## src/rtl/trap_sequencer.sv

```systemverilog
// trap_sequencer: edge-latched interrupt sequencer (save/vector/handler/return).
// Define TRAP_VECTORED_EN for per-source vectored handler addresses.
module trap_sequencer #(
    parameter int unsigned     NUM_SOURCES = 4,
    parameter int unsigned     XLEN        = 32,
    parameter logic [XLEN-1:0] TRAP_VECTOR = 32'h0000_0010
) (
    input  logic                   clk,
    input  logic                   resetN,
    input  logic [NUM_SOURCES-1:0] irqIn,
    input  logic [NUM_SOURCES-1:0] irqMask,
    input  logic [XLEN-1:0]        currentPc,
    input  logic                   mretIn,
    input  logic                   mieWrite,
    input  logic                   mieWriteData,
    output logic                   isTrap,
    output logic [XLEN-1:0]        trapTarget,
    output logic                   isReturn,
    output logic                   csrWriteEnable,
    output logic                   stallFetch,
    output logic [NUM_SOURCES-1:0] irqAck,
    output logic [XLEN-1:0]        mepc,
    output logic [XLEN-1:0]        mcause,
    output logic                   mie
);

    localparam int unsigned IDX_W =
        (NUM_SOURCES > 1) ? $clog2(NUM_SOURCES) : 1;

    typedef enum logic [2:0] {
        S_IDLE,
        S_SAVE,
        S_VECTOR,
        S_HANDLER,
        S_RETURN
    } state_t;

    state_t                 state_q, state_d;
    logic [NUM_SOURCES-1:0] irq_prev_q;
    logic [NUM_SOURCES-1:0] pending_q, pending_d;
    logic [IDX_W-1:0]       claim_idx_q, claim_idx_d;
    logic [XLEN-1:0]        mepc_q, mepc_d;
    logic [XLEN-1:0]        mcause_q, mcause_d;
    logic                   mie_q, mie_d;
    logic                   is_trap_q, is_trap_d;
    logic                   is_return_q, is_return_d;
    logic                   csr_we_q, csr_we_d;
    logic                   stall_q, stall_d;
    logic [NUM_SOURCES-1:0] irq_ack_q, irq_ack_d;

    logic [NUM_SOURCES-1:0] eligible;
    logic                   any_eligible;
    logic [IDX_W-1:0]       low_idx;
    logic [XLEN-1:0]        cause_val;
    logic                   mie_cleared;

    assign eligible     = pending_q & irqMask;
    assign any_eligible = |eligible;
    assign mie_cleared  = mieWrite & ~mieWriteData;

    // Lowest set eligible bit wins (bit 0 is highest priority).
    always_comb begin
        low_idx = '0;
        for (int i = int'(NUM_SOURCES) - 1; i >= 0; i--) begin
            if (eligible[i]) begin
                low_idx = IDX_W'(i);
            end
        end
    end

    // Cause word: interrupt flag in the MSB, claimed source in the low bits.
    always_comb begin
        cause_val = '0;
        cause_val[XLEN-1] = 1'b1;
        cause_val[IDX_W-1:0] = claim_idx_q;
    end

    // New rising edges set pending; the ack pulse clears, set taking priority.
    always_comb begin
        pending_d = (pending_q & ~irq_ack_q) | (irqIn & ~irq_prev_q);
    end

    // Sequencer next-state, CSR updates and next registered output values.
    always_comb begin
        state_d     = state_q;
        claim_idx_d = claim_idx_q;
        mepc_d      = mepc_q;
        mcause_d    = mcause_q;
        mie_d       = mie_q;
        unique case (state_q)
            S_IDLE: begin
                if (mieWrite) begin
                    mie_d = mieWriteData;
                end
                if (mie_q && any_eligible && !mie_cleared) begin
                    state_d     = S_SAVE;
                    claim_idx_d = low_idx;
                end
            end
            S_SAVE: begin
                mepc_d   = currentPc;
                mcause_d = cause_val;
                mie_d    = 1'b0;
                state_d  = S_VECTOR;
            end
            S_VECTOR: begin
                state_d = S_HANDLER;
            end
            S_HANDLER: begin
                if (mretIn) begin
                    state_d = S_RETURN;
                end
            end
            S_RETURN: begin
                mie_d   = 1'b1;
                state_d = S_IDLE;
            end
            default: begin
                state_d = S_IDLE;
            end
        endcase
        is_trap_d   = (state_d == S_VECTOR);
        is_return_d = (state_d == S_RETURN);
        csr_we_d    = (state_d == S_SAVE);
        stall_d     = (state_d == S_SAVE);
        irq_ack_d   = (state_d == S_SAVE) ?
                      (NUM_SOURCES'(1) << claim_idx_d) : '0;
    end

    // FSM state, claim latch and registered control outputs.
    always_ff @(posedge clk or negedge resetN) begin
        if (!resetN) begin
            state_q     <= S_IDLE;
            claim_idx_q <= '0;
            is_trap_q   <= 1'b0;
            is_return_q <= 1'b0;
            csr_we_q    <= 1'b0;
            stall_q     <= 1'b0;
            irq_ack_q   <= '0;
        end else begin
            state_q     <= state_d;
            claim_idx_q <= claim_idx_d;
            is_trap_q   <= is_trap_d;
            is_return_q <= is_return_d;
            csr_we_q    <= csr_we_d;
            stall_q     <= stall_d;
            irq_ack_q   <= irq_ack_d;
        end
    end

    // Request edge detector and pending latches.
    always_ff @(posedge clk or negedge resetN) begin
        if (!resetN) begin
            irq_prev_q <= '0;
            pending_q  <= '0;
        end else begin
            irq_prev_q <= irqIn;
            pending_q  <= pending_d;
        end
    end

    // Machine CSRs: return PC, cause and global enable.
    always_ff @(posedge clk or negedge resetN) begin
        if (!resetN) begin
            mepc_q   <= '0;
            mcause_q <= '0;
            mie_q    <= 1'b0;
        end else begin
            mepc_q   <= mepc_d;
            mcause_q <= mcause_d;
            mie_q    <= mie_d;
        end
    end

`ifdef TRAP_VECTORED_EN
    assign trapTarget = TRAP_VECTOR + (XLEN'(claim_idx_q) << 2);
`else
    assign trapTarget = TRAP_VECTOR;
`endif

    assign isTrap         = is_trap_q;
    assign isReturn       = is_return_q;
    assign csrWriteEnable = csr_we_q;
    assign stallFetch     = stall_q;
    assign irqAck         = irq_ack_q;
    assign mepc           = mepc_q;
    assign mcause         = mcause_q;
    assign mie            = mie_q;

endmodule

```

## config.mk

```make
export PLATFORM = sky130hd
export DESIGN_NAME = trap_sequencer
export DESIGN_NICKNAME = d
export VERILOG_FILES = /design/src/rtl/trap_sequencer.sv
export SDC_FILE = /design/constraint.sdc
export NUM_CORES = 1
export LEC_CHECK = 0
export CAP_MARGIN = 30
export CORE_AREA = 2 2 83 85
export CTS_CLUSTER_SIZE = 28
export DETAILED_ROUTE_END_ITERATION = 16
export DIE_AREA = 0 0 85 87
export GPL_TIMING_DRIVEN = 0
export HOLD_SLACK_MARGIN = 0.12
export PLACE_DENSITY = 0.95
export SLEW_MARGIN = 20
export SYNTH_ARGS = -nofsm -noshare
export SYNTH_HDL_FRONTEND = slang
export SYNTH_SLANG_ARGS = --single-unit
```

## constraint.sdc

```tcl
create_clock -name clk -period 4 [get_ports clk]
set_input_delay 0.8 -clock clk [delete_from_list [all_inputs] [get_ports clk]]
set_output_delay 0.8 -clock clk [all_outputs]
set_load 0.02 [all_outputs]
```

==> results of run 1 <==
## through the flow
step	setup slack, ns	hold slack (ns)	cell area, µm²
4_1_cts	1.81	0.420	3850
3_3_place_gp	0.520	0.404	3780
5_1_grt	1.78	0.439	3850
3_5_place_dp	1.73	0.407	3770
6_report	1.84	0.417	3850
2_1_floorplan	2.29	0.399	2800
## layer usage
layer,vias to the layer above,wire (µm),part of all wire
met5,-,0,0
met4,0,66,0.013
met3,7,425,0.085
met2,83,2620,0.52
met1,833,1890,0.38
li1,852,-,-
## cells in the final DEF, fill, tap and decap left out, drive strengths merged
cell           instances
nand2                  3
o22ai                  4
a21oi                  4
nor3b                  1
clkbuf                 6
dfrtp                 56
a21o                   1
a211oi                 1
nand3                  1
inv                   10
or2                    1
o21ai                  4
clkinv                 1
nor3                   1
and2b                  1
or2b                   1
clkdlybuf4s50         87
a22oi                  1
o22a                   1
nor4b                  2
nor2                   5
conb                  61
and2                   2
and3                   1
mux2                  35
buf                   67
## critical path: stages (launching register included)
cell	delay, ns
dfrtp_1	0.38
buf_4	0.11
clkdlybuf4s50_1	0.58
## cell type report
cell class              count  share of cell area
plain buffers              66               0.132
clock buffers               6              0.0188
clock inverters             1             0.00130
inverters                  10             0.00974
multi-input cells         131               0.221
flip-flops and latches     56               0.364
well taps                  80              0.0260
repair buffers             88               0.228
## worst max-delay path by stage
| stage | from | end | slack, ns | cells past startpoint |
|---|---|---|---|---|
| after global routing | stallFetch | stallFetch | 1.78 | 2 |
| after global placement | resetN | mepc[3] | 0.52 | 1 |
| after floorplan | irqMask[0] | claim_idx_q[0] | 2.29 | 4 |
| after CTS | stallFetch | stallFetch | 1.81 | 2 |
| after detailed placement | irqMask[0] | claim_idx_q[0] | 1.73 | 5 |
| final | stallFetch | stallFetch | 1.84 | 2 |
## cells by family after synthesis
kind of cell | after synthesis | synth area share
buffers and inverters | 76 | 0.211
AOI/OAI and AO/OA | 16 | 0.0394
muxes | 35 | 0.155
and+or+nand+nor | 19 | 0.0476
DFF | 56 | 0.544
other | 2 | 0.00292
## synth_stat cells (all sizes together)
cell / number
or2: 1
buf: 66
nor4b: 2
a22oi: 1
nor2: 5
nand2: 3
a21oi: 4
or2b: 1
and2: 2
o21ai: 4
o22ai: 4
conb: 2
and2b: 1
a21o: 1
a211oi: 1
mux2: 35
nor3: 1
dfrtp: 56
nand3: 1
and3: 1
nor3b: 1
inv: 10
o22a: 1
## state kept, by name, summed over array words and instances (netlist names)
register / count
mie: 1
pending_q: 4
isReturn: 1
claim_idx_q: 2
irqAck: 4
mepc: 32
irq_prev_q: 4
state_q: 3
isTrap: 1
mcause: 3
stallFetch: 1
## power breakdown
part	switching [µW]	total (µW)	internal (µW)
clock	162	282	120
combinational	557	1230	676
sequential	132	923	792
total	851	2440	1590
==> impl_metrics.ini, run 1 <==
[outcome]
outcome = finished clean

[placed_design]
dp_cells = 431
gp_congestion = 0.732
dp.final_hpwl_mm = 4.01
io_buffers = 88

[global_routing]
antenna_found_initial = 0
gr-usage-met3 = 0.0341
grt_max_degree = 57
track_usage = 0.134
use_met1 = 0.153
grt_pass1_wl_mm = 7.95
top_usage_layer = met2
grt_overflow_total = 0
grt_pass1_vias = 1722
grt.met2_usage = 0.247

[final_layout]
areaGrowthSynthToFinish_pct = 49.6
nFillCells = 542
final_util = 0.586
regArea_mm2 = 0.00140
drive_gt1_frac = 0.313
multi_input_area_um2 = 851
nets = 403
stdcell_count = 438
diodes = 0

[setup_path]
worstReg2RegStart = state_q[1]
rr_endpoint = mepc[20]
reg2regPathDepth = 4
rrSetupSlack_ns = 2.45
worstPathArrival_ns = 1.36
worstPathMaxFanout = 2
startpoint_type = register
path_class = reg2out
worstPathRequired_ns = 3.20
worstSetupEndpointType = output pin

[clocking]
cts_num_sinks = 56
cts-root-buf = clkbuf_8
clockBufferDepth = 2
cts_buffers = 5
clock_latency_ns = 0.29
post-cts-setup-buffers = 0
cts.htree.levels = 2
cts_tree = done
cts_resized = 0
clk_pin_slew_ns = 0.09
ctsHoldBuffers = 0

[drt]
routed_wl_mm = 5.00
antenna_left = 0
drt_iter0_drc = 20
route.detailed.drc = 0
drt-wirelength-per-cell_um = 11.4
num_vias = 1775
viasPerCell = 4.05
dr.pass1.iters = 3

[sta]
finClkSkew_ns = 0.00661
tns_ns = 0
fmax_mhz = 462
slew_headroom = 0.548
finalHoldViolCount = 0
min_period_ns = 2.16
rsz0062_at_grt = false
fin_crit_sh = 0.541
finalSetupViolCount = 0
tightest_slew_ns = 0.678
final-max-slew-violation-count = 0

[yosys]
netlist_instances = 204
ys_seq_area_frac = 0.544
synth_top_area_cell = dfrtp_1
syn_area_mm2 = 0.00257
synth_top_cell_area_share = 0.544
ys_types = 29
yosysWarningCount = 0
netlist_top_cells_area = dfrtp_1 (54%), buf_4 (18%), mux2_2 (14%), inv_1 (1.5%), buf_6 (1.3%)
synth-seq-cells = 56
avgSynthCellArea_um2 = 12.6

[floorplan]
die_y_um = 87
die_width_um = 85
rows = 30
initial_core_util = 0.392
die_area_mm2 = 0.00740
num_io_pins = 150
core_mm2 = 0.00657

[min_path]
hp-class = reg2reg
min_from = irq_prev_q[1]
hold_path_depth = 1
holdPathEnd = pending_q[1]

[pwr]
p_total_uw = 2440
peakVddDrop_v = 0.000367
p_leak_uw = 0.00190
power.density_mw_per_mm2 = 633

[job]
max-cap-violations = 0
(Power assumes the default switching activity.)
==> run 2, diff against run 1 <==
Settings changed: CORE_AREA 2 2 83 85 to 2 2 91 93, DIE_AREA 0 0 85 87 to 0 0 93 95, PLACE_DENSITY 0.95 to 0.85.
Clock period 4 ns to 1.9 ns, I/O delays scaled along.
==> impl_metrics.ini, run 2 (synthesis gave the netlist of run 1 again) <==
[clocking]
ctsHoldBuffers = 0
cts_resized = 0
clk_pin_slew_ns = 0.10
cts_num_sinks = 56
cts-root-buf = clkbuf_8
cts_tree = done
cts_buffers = 5
cts.htree.levels = 2
clockBufferDepth = 2
post-cts-setup-buffers = 0
clock_latency_ns = 0.30

[pwr]
netSwitchingFraction = 0.345
p_total_uw = 5310
p_int_uw = 3480
peakVddDrop_v = 0.000624
seqPwrFrac = 0.366
p_switching_uw = 1830
pwr-share-clk = 0.145
p_comb_frac = 0.489
p_leak_uw = 0.00191
power.density_mw_per_mm2 = 1360

[setup_path]
worstSetupEndpointType = output pin
worstPathRequired_ns = 1.52
reg2regPathDepth = 4
worstPathMaxFanout = 2
startpoint_type = register
worstPathCellList = buf_4, clkdlybuf4s50_1
max_stage_delay_ns = 0.59
cpMaxStageDelayCell = clkdlybuf4s50_1
worstPathArrival_ns = 1.36
path_class = reg2out

[floorplan]
die_y_um = 95
num_io_pins = 150
rows = 33
initial_core_util = 0.325
die_width_um = 93
die_area_mm2 = 0.00884
core_mm2 = 0.00793

[sta]
finalHoldViolCount = 0
slew_headroom = 0.538
final-max-slew-violation-count = 0
finClkSkew_ns = 0.00794
min_period_ns = 1.74
fmax_mhz = 575
finalSetupViolCount = 0
tns_ns = 0
tightest_slew_ns = 0.692
rsz0062_at_grt = false
fin_crit_sh = 0.916

[global_routing]
grt_overflow_total = 0
grt_pass1_wl_mm = 7.94
track_usage = 0.113
antenna_found_initial = 0
grt_max_degree = 57
grt_pass1_vias = 1710

[drt]
maxUsedRoutingLayer = met4
dr_wl_met2_mm = 2.61
dr.pass1.iters = 3
routed_wl_mm = 5.01
route.detailed.drc = 0
met1_length_mm = 1.89
dr_wl_met3_um = 480
drt_iter0_drc = 14
antenna_left = 0
num_vias = 1771
drt-wirelength-per-cell_um = 10.8
viasPerCell = 3.82

[final_layout]
final_util = 0.494
final_cell_mix = clkdlybuf4s50_1 (87), buf_4 (64), conb_1 (61), dfrtp_1 (56), mux2_2 (32)
stdcell_count = 464
final_area_mm2 = 0.00392
largest_reg_flops = 32
drive_gt1_frac = 0.318
nets = 403
diodes = 0
areaGrowthSynthToFinish_pct = 52.1
final_common_cell = clkdlybuf4s50_1

[placed_design]
place_area_mm2 = 0.00381
io_buffers = 88
dp_cells = 456
gp_congestion = 0.693
dp.final_hpwl_mm = 3.96

[outcome]
outcome = finished clean

[job]
max-cap-violations = 0

[min_path]
hp-class = in2async
## run 2: final timing paths
check                              start            to  slack (ns)
setup / recovery              stallFetch    stallFetch        0.16
hold / removal                    resetN    state_q[2]        0.12
min in group clk           irq_prev_q[0]  pending_q[0]        0.43
max in group asynchronous         resetN       mepc[6]        1.32
hold reg to reg            irq_prev_q[0]  pending_q[0]        0.43
setup reg to reg              state_q[1]      mepc[18]        0.32
## run 2: per-stage QoR
step                hold slack (ns)  worst slack (ns)
CTS                           0.141             0.135
global route                  0.164            0.0942
floorplan                    0.0844             0.489
detailed placement            0.418            0.0639
finish                        0.119             0.160
global placement              0.405             -1.25
## run 2: power by group through the flow
stage          registers, µW  logic [µW]  clock network (µW)
6_report                1940        2600                 770
5_1_grt                 2020        2780                 862
4_1_cts                 1950        2640                 812
3_5_place_dp            1970        2630                   0
3_3_place_gp            1940        2580                   0
2_1_floorplan           2440        1020                   0
## run 2: cell type report
| class | instances | area (µm²) |
|---|---|---|
| Inverter | 10 | 37.5 |
| Timing Repair Buffer | 88 | 878 |
| Multi-Input combinational cell | 131 | 851 |
| Clock buffer | 5 | 68.8 |
| Tap cell | 105 | 131 |
| Fill cell | 739 | 4010 |
| Clock inverter | 3 | 42.5 |
| Buffer | 66 | 507 |
| Sequential cell | 56 | 1400 |
## run 2: layer usage
layer,global-route usage,vias to the layer above
met5,0,-
met4,0.0184,0
met3,0.0383,4
met2,0.212,84
met1,0.127,821
li1,-,862
## run 2: worst max-delay path, delay by kind of cell (launching register included)
family	cells	cell delay, ns
DFF	1	0.37
buffers and inverters	2	0.70
==> run 3, diff against run 2 <==
Clock period 1.9 ns to 1.4 ns, I/O delays scaled along.
==> impl_metrics.ini, run 3 (synthesis gave the netlist of run 1 again) <==
[clocking]
cts-root-buf = clkbuf_8
cts.htree.levels = 2
cts_buffers = 5
cts_tree = done
clockBufferDepth = 2
clock_latency_ns = 0.30
clk_pin_slew_ns = 0.10
cts_num_sinks = 56

[sta]
min_period_ns = 1.47
finalSetupViolCount = 14
rsz0062_at_grt = true
fin_crit_sh = 1.05
timing.final.ws_setup_ns = -0.0668
slew_headroom = 0.535
final-max-slew-violation-count = 0
fmax_mhz = 682
finalHoldViolCount = 0
finClkSkew_ns = 0.00723
tightest_slew_ns = 0.698

[drt]
drt-wirelength-per-cell_um = 12.0
drt_iter0_drc = 35
routed_wl_mm = 5.76
num_vias = 1853
dr.pass1.iters = 3
route.detailed.drc = 0
viasPerCell = 3.87
antenna_left = 0

[placed_design]
dp.final_hpwl_mm = 3.86
gp_congestion = 0.688
place_area_mm2 = 0.00381
io_buffers = 88
dp_slack_ns = -0.308

[pwr]
power.density_mw_per_mm2 = 1850
p_leak_uw = 0.00221
peakVddDrop_v = 0.000888

[setup_path]
worstSetupEndpointType = register
startpoint_type = register
crit_family = flip-flops
path_buf_inv = 3
worstPathMaxFanout = 7
cpMaxStageDelayCell = dfrtp_2
path_class = reg2reg
worstPathCellList = nor3b_2, buf_6, buf_12, buf_8, mux2_4
worstPathRequired_ns = 1.59
worstPathArrival_ns = 1.66
max_stage_delay_ns = 0.46

[min_path]
hp-class = reg2reg

[floorplan]
num_io_pins = 150
die_area_mm2 = 0.00884
initial_core_util = 0.325
die_width_um = 93
core_mm2 = 0.00793
die_y_um = 95
rows = 33

[job]
max-cap-violations = 0

[final_layout]
final_area_mm2 = 0.00420
final_common_cell = buf_4
largest_reg_flops = 32
nFillCells = 719
drive_gt1_frac = 0.369
diodes = 0
final_cell_mix = buf_4 (70), conb_1 (61), dfrtp_1 (53), clkdlybuf4s50_1 (43), dlygate4sd2_1 (43)
nets = 418
areaGrowthSynthToFinish_pct = 63.0

[global_routing]
use_met1 = 0.147
antenna_found_initial = 0
grt_pass1_vias = 1854
gr-usage-met3 = 0.0423
grt_max_degree = 57
grt_pass1_wl_mm = 8.90
top_usage_layer = met2
grt.met2_usage = 0.234
track_usage = 0.127
grt_overflow_total = 0

[outcome]
failed_checks = negative setup slack
outcome = finished, violations left
run 3: cell count changes in the layout (fill, tap and decap cells not counted), moves of 6 or more:
cell / before / now
clkdlybuf4s50_1: 87 / 43
dlygate4sd2_1: 0 / 43
mux2_4: 1 / 35
mux2_2: 32 / 0
buf_4: 64 / 70
buf_6: 3 / 9
run 3: cell type report:
| cell class | count | area [µm²] | share of cell area |
|---|---|---|---|
| inverters | 10 | 37.5 | 0.00894 |
| clock buffers | 6 | 72.6 | 0.0173 |
| flip-flops and latches | 56 | 1410 | 0.335 |
| clock inverters | 2 | 35.0 | 0.00835 |
| plain buffers | 64 | 492 | 0.117 |
| repair buffers | 105 | 1010 | 0.240 |
| well taps | 105 | 131 | 0.0313 |
| multi-input cells | 131 | 1020 | 0.242 |
run 3: routing by layer:
metal,share of wire,wire length (µm)
met1,0.40,2290
met2,0.51,2960
met3,0.084,485
met4,0.0049,28
met5,0,0
run 3: through the flow:
step	hold slack [ns]	setup TNS, ns	utilization	power [µW]	std cells
after floorplan	-0.0156	-0.0104	-	4720	263
after detailed placement	0.380	-4.29	0.481	6260	456
after CTS	0.429	-2.56	0.535	8000	482
after global placement	0.402	-96.49	0.481	6160	456
after global routing	0.432	-2.49	0.530	8220	479
final	0.427	-0.578	0.530	7750	479
run 3: path summary, 6_finish.rpt:
check | start | endpoint | slack, ns | cells past startpoint
worst max-delay path | state_q[1] | mepc[3] | -0.07 | 5
worst min-delay path | irq_prev_q[2] | pending_q[2] | 0.43 | 1
worst max register to register | state_q[1] | mepc[3] | -0.07 | 5
worst min register to register | irq_prev_q[2] | pending_q[2] | 0.43 | 1
max in group asynchronous | resetN | state_q[2] | 0.34 | 2
min in group asynchronous | resetN | state_q[1] | 0.58 | 2
run 3: report_power, final:
| part | total (µW) | switching (µW) | internal, µW |
|---|---|---|---|
| combinational | 4080 | 1840 | 2230 |
| sequential | 2640 | 365 | 2270 |
| clock | 1040 | 505 | 532 |
run 3: what timing repair did:
action | 4_1_cts | 5_1_grt
hold buffers | 1 | 0
setup buffers | 14 | 3
setup endpoints to repair | 73 | 40
gates resized for setup | 91 | 13
hold endpoints to repair | 56 | 0
cloned | 3 | 0
pin swaps | 1 | 3
run 3: worst reg2reg max path: stages (launching register included):
cell and delay, ns:
dfrtp_2 0.46, nor3b_2 0.18, buf_6 0.18, buf_12 0.12, buf_8 0.12, mux2_4 0.30
